### src/rtl/wbu_outarb.sv
// Two-channel round-robin output arbiter feeding the 36-bit deword stage.
// Optional keep-alive word generation is enabled by defining WBU_OUTARB_IDLE_EN.
module wbu_outarb #(
  parameter logic [25:0] IDLE_CYCLES = 26'd50000000,
  parameter logic [35:0] IDLE_WORD   = 36'h0
) (
  input  logic        i_clk,
  input  logic        i_areset_n,
  input  logic        i_stb0,
  input  logic [35:0] i_word0,
  output logic        o_busy0,
  input  logic        i_stb1,
  input  logic [35:0] i_word1,
  output logic        o_busy1,
  output logic        o_stb,
  output logic [35:0] o_word,
  input  logic        i_busy
);

  localparam int unsigned WORD_W = 36;
  localparam int unsigned CNT_W  = 26;

  typedef enum logic {
    S_EMPTY = 1'b0,
    S_FULL  = 1'b1
  } state_t;

  state_t            r_state;
  logic [WORD_W-1:0] r_hold0;
  logic [WORD_W-1:0] r_hold1;
  logic [WORD_W-1:0] r_word;
  logic              r_busy0;
  logic              r_busy1;
  logic              r_last_grant;

  logic              w_xfer;
  logic              w_free;
  logic              w_cap0;
  logic              w_cap1;
  logic              w_grant0;
  logic              w_grant1;
  logic              w_grant;
  logic              w_load;
  logic [WORD_W-1:0] w_next_word;

  assign o_stb   = (r_state == S_FULL);
  assign o_word  = r_word;
  assign o_busy0 = r_busy0;
  assign o_busy1 = r_busy1;

  assign w_xfer = (r_state == S_FULL) & ~i_busy;
  assign w_free = (r_state == S_EMPTY) | w_xfer;
  assign w_cap0 = i_stb0 & ~r_busy0;
  assign w_cap1 = i_stb1 & ~r_busy1;

  // On a tie the channel that lost the previous grant wins
  assign w_grant1 = w_free & r_busy1 & (~r_busy0 | ~r_last_grant);
  assign w_grant0 = w_free & r_busy0 & ~w_grant1;
  assign w_grant  = w_grant0 | w_grant1;

`ifdef WBU_OUTARB_IDLE_EN
  logic [CNT_W-1:0] r_idle_cnt;
  logic             w_idle_fire;

  // Keep-alive only when nothing is held and no strobe is arriving this edge
  assign w_idle_fire = w_free & ~r_busy0 & ~r_busy1 & ~i_stb0 & ~i_stb1 &
                       (r_idle_cnt == (IDLE_CYCLES - CNT_W'(1)));
  assign w_load      = w_grant | w_idle_fire;
  assign w_next_word = w_grant1 ? r_hold1 : (w_grant0 ? r_hold0 : IDLE_WORD);

  always_ff @(posedge i_clk or negedge i_areset_n) begin
    if (!i_areset_n) begin
      r_idle_cnt <= '0;
    end else if (w_cap0 | w_cap1 | w_xfer | w_idle_fire) begin
      r_idle_cnt <= '0;
    end else if ((r_state == S_EMPTY) & ~r_busy0 & ~r_busy1) begin
      r_idle_cnt <= r_idle_cnt + CNT_W'(1);
    end
  end
`else
  logic w_unused_cfg;

  assign w_unused_cfg = ^{IDLE_CYCLES, IDLE_WORD};
  assign w_load       = w_grant;
  assign w_next_word  = w_grant1 ? r_hold1 : r_hold0;
`endif

  always_ff @(posedge i_clk or negedge i_areset_n) begin
    if (!i_areset_n) begin
      r_state      <= S_EMPTY;
      r_word       <= '0;
      r_hold0      <= '0;
      r_hold1      <= '0;
      r_busy0      <= 1'b0;
      r_busy1      <= 1'b0;
      r_last_grant <= 1'b1;
    end else begin
      // Holding registers: release on grant, otherwise capture when empty
      if (w_grant0) begin
        r_busy0 <= 1'b0;
      end else if (w_cap0) begin
        r_busy0 <= 1'b1;
        r_hold0 <= i_word0;
      end

      if (w_grant1) begin
        r_busy1 <= 1'b0;
      end else if (w_cap1) begin
        r_busy1 <= 1'b1;
        r_hold1 <= i_word1;
      end

      if (w_grant) begin
        r_last_grant <= w_grant1;
      end

      if (r_state == S_EMPTY) begin
        if (w_load) begin
          r_state <= S_FULL;
          r_word  <= w_next_word;
        end
      end else if (w_xfer) begin
        if (w_load) begin
          r_word <= w_next_word;
        end else begin
          r_state <= S_EMPTY;
        end
      end
    end
  end

endmodule

### config.mk
export PLATFORM = sky130hd
export DESIGN_NAME = wbu_outarb
export DESIGN_NICKNAME = d
export VERILOG_FILES = /design/src/rtl/wbu_outarb.sv
export SDC_FILE = /design/constraint.sdc
export NUM_CORES = 1
export LEC_CHECK = 0
export CAP_MARGIN = 5
export CELL_PAD_IN_SITES_DETAIL_PLACEMENT = 2
export CELL_PAD_IN_SITES_GLOBAL_PLACEMENT = 2
export CORE_MARGIN = 4
export CORE_UTILIZATION = 38
export CTS_CLUSTER_DIAMETER = 60
export DETAILED_ROUTE_END_ITERATION = 12
export PLACE_DENSITY = 0.84
export SLEW_MARGIN = 30
export SYNTH_ARGS = -nofsm -noshare
export SYNTH_HDL_FRONTEND = slang
export SYNTH_SLANG_ARGS = --single-unit
### constraint.sdc
create_clock -name i_clk -period 3.9 [get_ports i_clk]
set_input_delay 0.585 -clock i_clk [delete_from_list [all_inputs] [get_ports i_clk]]
set_output_delay 0.585 -clock i_clk [all_outputs]
set_load 0.01 [all_outputs]
==> results.md <==
* Setup TNS at 0 ns
* Yosys top cell area share at a little under three fifths
* Final core utilization at between 50% and 60%
* Dpl ws at 1.16 ns
* Status: finished clean
* Final slew viol count at 0
* Clock Path Buffers at 2
* Worst hold margin at roughly 0.25 ns
* TritonCTS clock tree: done
* Worst-Skew Late Latency at about 0.35 ns
* Post-CTS sizing at 0
* Routed WL at 12500 um
* Leak at ~2.8 nW
* Worst Path Arrival at ~2.6 ns
* Die ar. at approximately 0.015 mm^2
* Final WS setup at 1.55 ns
* Die Y at between 100 and 150 um
* VDD IR max at between 0.3 and 0.4 mV
* EDFF count, synth at 0
* Mapped cell area at about 0.0049 mm^2
* Largest area contributor in the netlist: dfrtp_1
* Min Tclk post-route at 2.35 ns
* Post-synthesis register bit count at approximately 110
* Vias per Instance at approximately 4.9
* Die Wd at between 100 and 150 um
* Number of I/O port buffers at ~120
* First-pass GRT wire length at between 15000 and 20000 um
* Placed Cells at 563
* Synth Net Count at roughly 360
* Storage element area at approximately 0.0028 mm^2
* Mapped Cells at approximately 290
* CP startpoint kind: input port
* Final #Nets at 479
* Share of cells above drive strength 1 at ~42%
* Gr ovfl total at 0
* RSZ-0062 raised after global routing: false
* Placed inst area at between 0.006 and 0.007 mm^2
* Worst hold path type: in -> async
* Yosys cell types at 18
* CTS clock-pin slew for the worst setup and hold paths at 0.07 ns
* Asr flop ratio synth at 100%
* Synth top area cells: dfrtp_1, mux2_2, mux2_4
* Initial core utilization at between 30% and 40%
* Vias in the first global route at between 3000 and 4000
* Gpl congestion at 0.730
* WL/cell at 21.6 um
* GRT Total Usage at a little under a fifth
* Post-CTS Repair Setup Buffers at 0
* Cell Rows at 41
* Clock Skew at approximately 0.0086 ns
* Crit-path max FO at 24
* Fin. Hold Viols at 0
* Final std cell area, no fill at about 0.0065 mm^2
* Fmax at between 0.4 and 0.5 GHz
* Max_cap viols at 0
* Worst-margin pin slew at a little over 0.7 ns
* Layout area overhead at 34.6%
* Final setup fails at 0
* I/O Pins at 116
* Cell Pwr Density at between 800 and 900 mW/mm^2
* Area of the multi-input gates at around 0.0019 mm^2
* Overall power at around 5.6 mW
* Pin count of the biggest net entering global routing at between 70 and 80
* Most frequent cells after synthesis: dfrtp_1, mux2_2, mux2_4, buf_2, nand2_1
* CTS buffer count at 9
* Critical path class: in -> reg
* CTS root buffer: clkbuf_16
* Synth Area per Inst at between 15 and 20 um^2
* HPWL Detailed at about 8800 um
* Ys flop type: dfrtp_1
* Detail Route Antenna Nets at 0
* CP required at about 4.1 ns
* Initial drt markers at 79
* CORE AREA at roughly 0.013 mm^2
* Final Non-Filler Cells at ~580
* Rel. slew slack at a little over half
* Filler Cell Count at approximately 1200
* H-tree depth at 3
* Sequential share of the synthesized area at about 58%
* DRC at 0
* Clock sink count at around 110
* Ys Warns at 0
* CTS Hold Bufs at 0
* Initial antenna violation count at 0
* Crit share post-route at 60.2%
* Drt pass-1 iters at 4
* Top-count cell post-synth: dfrtp_1
* Critical path endpoint category: flop
* Ant. Diodes at 0
* Via count at approximately 2800
[cells in the final DEF, fill, tap and decap left out, types with 2 or more instances in the layout]
cell type / count
buf_12: 3
nor2_1: 2
clkinv_2: 3
clkdlybuf4s50_1: 114
buf_4: 2
nand2_1: 4
mux2_4: 58
bufinv_16: 2
mux2_2: 86
clkbuf_16: 9
dfrtp_1: 111
[area by class of cell]
| type | instances | area share, % |
|---|---|---|
| Sequential cell | 112 | 42.9 |
| Multi-Input combinational cell | 157 | 29.6 |
| Inverter | 1 | 0.0575 |
| Tap cell | 172 | 3.30 |
| Clock inverter | 6 | 1.26 |
| Clock buffer | 10 | 3.66 |
| Timing Repair Buffer | 121 | 19.2 |
[kinds of logic (layout without fill, tap and decap cells)]
group | after synthesis | in the layout | synth area share (%)
and+or+nand+nor | 9 | 9 | 0.876
buffers and inverters | 17 | 138 | 2.84
muxes | 144 | 144 | 37.9
DFF | 112 | 112 | 57.8
AOI/OAI and AO/OA | 4 | 4 | 0.619
[final timing paths]
check	start	endpoint	slack [ns]	cells past startpoint
setup / recovery	i_busy	o_word[13]	1.55	5
hold / removal	i_areset_n	r_hold1[31]	0.25	1
setup reg to reg	o_busy0	o_word[13]	1.70	4
hold reg to reg	r_hold1[5]	o_word[5]	0.51	1
max in group asynchronous	i_areset_n	r_hold0[21]	2.87	2
min in group i_clk	r_hold1[5]	o_word[5]	0.51	1
[critical path: stages]
cell,delay (ns)
clkdlybuf4s50_1,0.46
a21boi_4,0.60
buf_12,0.31
mux2_4,0.34
mux2_4,0.27
[where the power goes]
| part | internal [mW] | switching [mW] |
|---|---|---|
| registers | 1.77 | 0.392 |
| logic | 1.61 | 0.809 |
| clock network | 0.578 | 0.426 |
| total | 3.96 | 1.63 |
[registers in the layout, indices dropped and copies added (netlist names)]
register	flops
o_word	36
r_hold0	36
r_hold1	36
o_busy0	1
o_busy1	1
o_stb	1
r_last_grant	1
[layer usage]
| metal | share of wire [%] | vias up | global-route usage (%) |
|---|---|---|---|
| met3 | 5.7 | 4 | 6.06 |
| met2 | 51 | 79 | 30.3 |
| met1 | 43 | 1491 | 23.0 |
| met5 | 0 | - | 0 |
| met4 | 0.45 | 0 | 3.61 |
| li1 | - | 1238 | - |
Power figures use the tool's default switching activity.
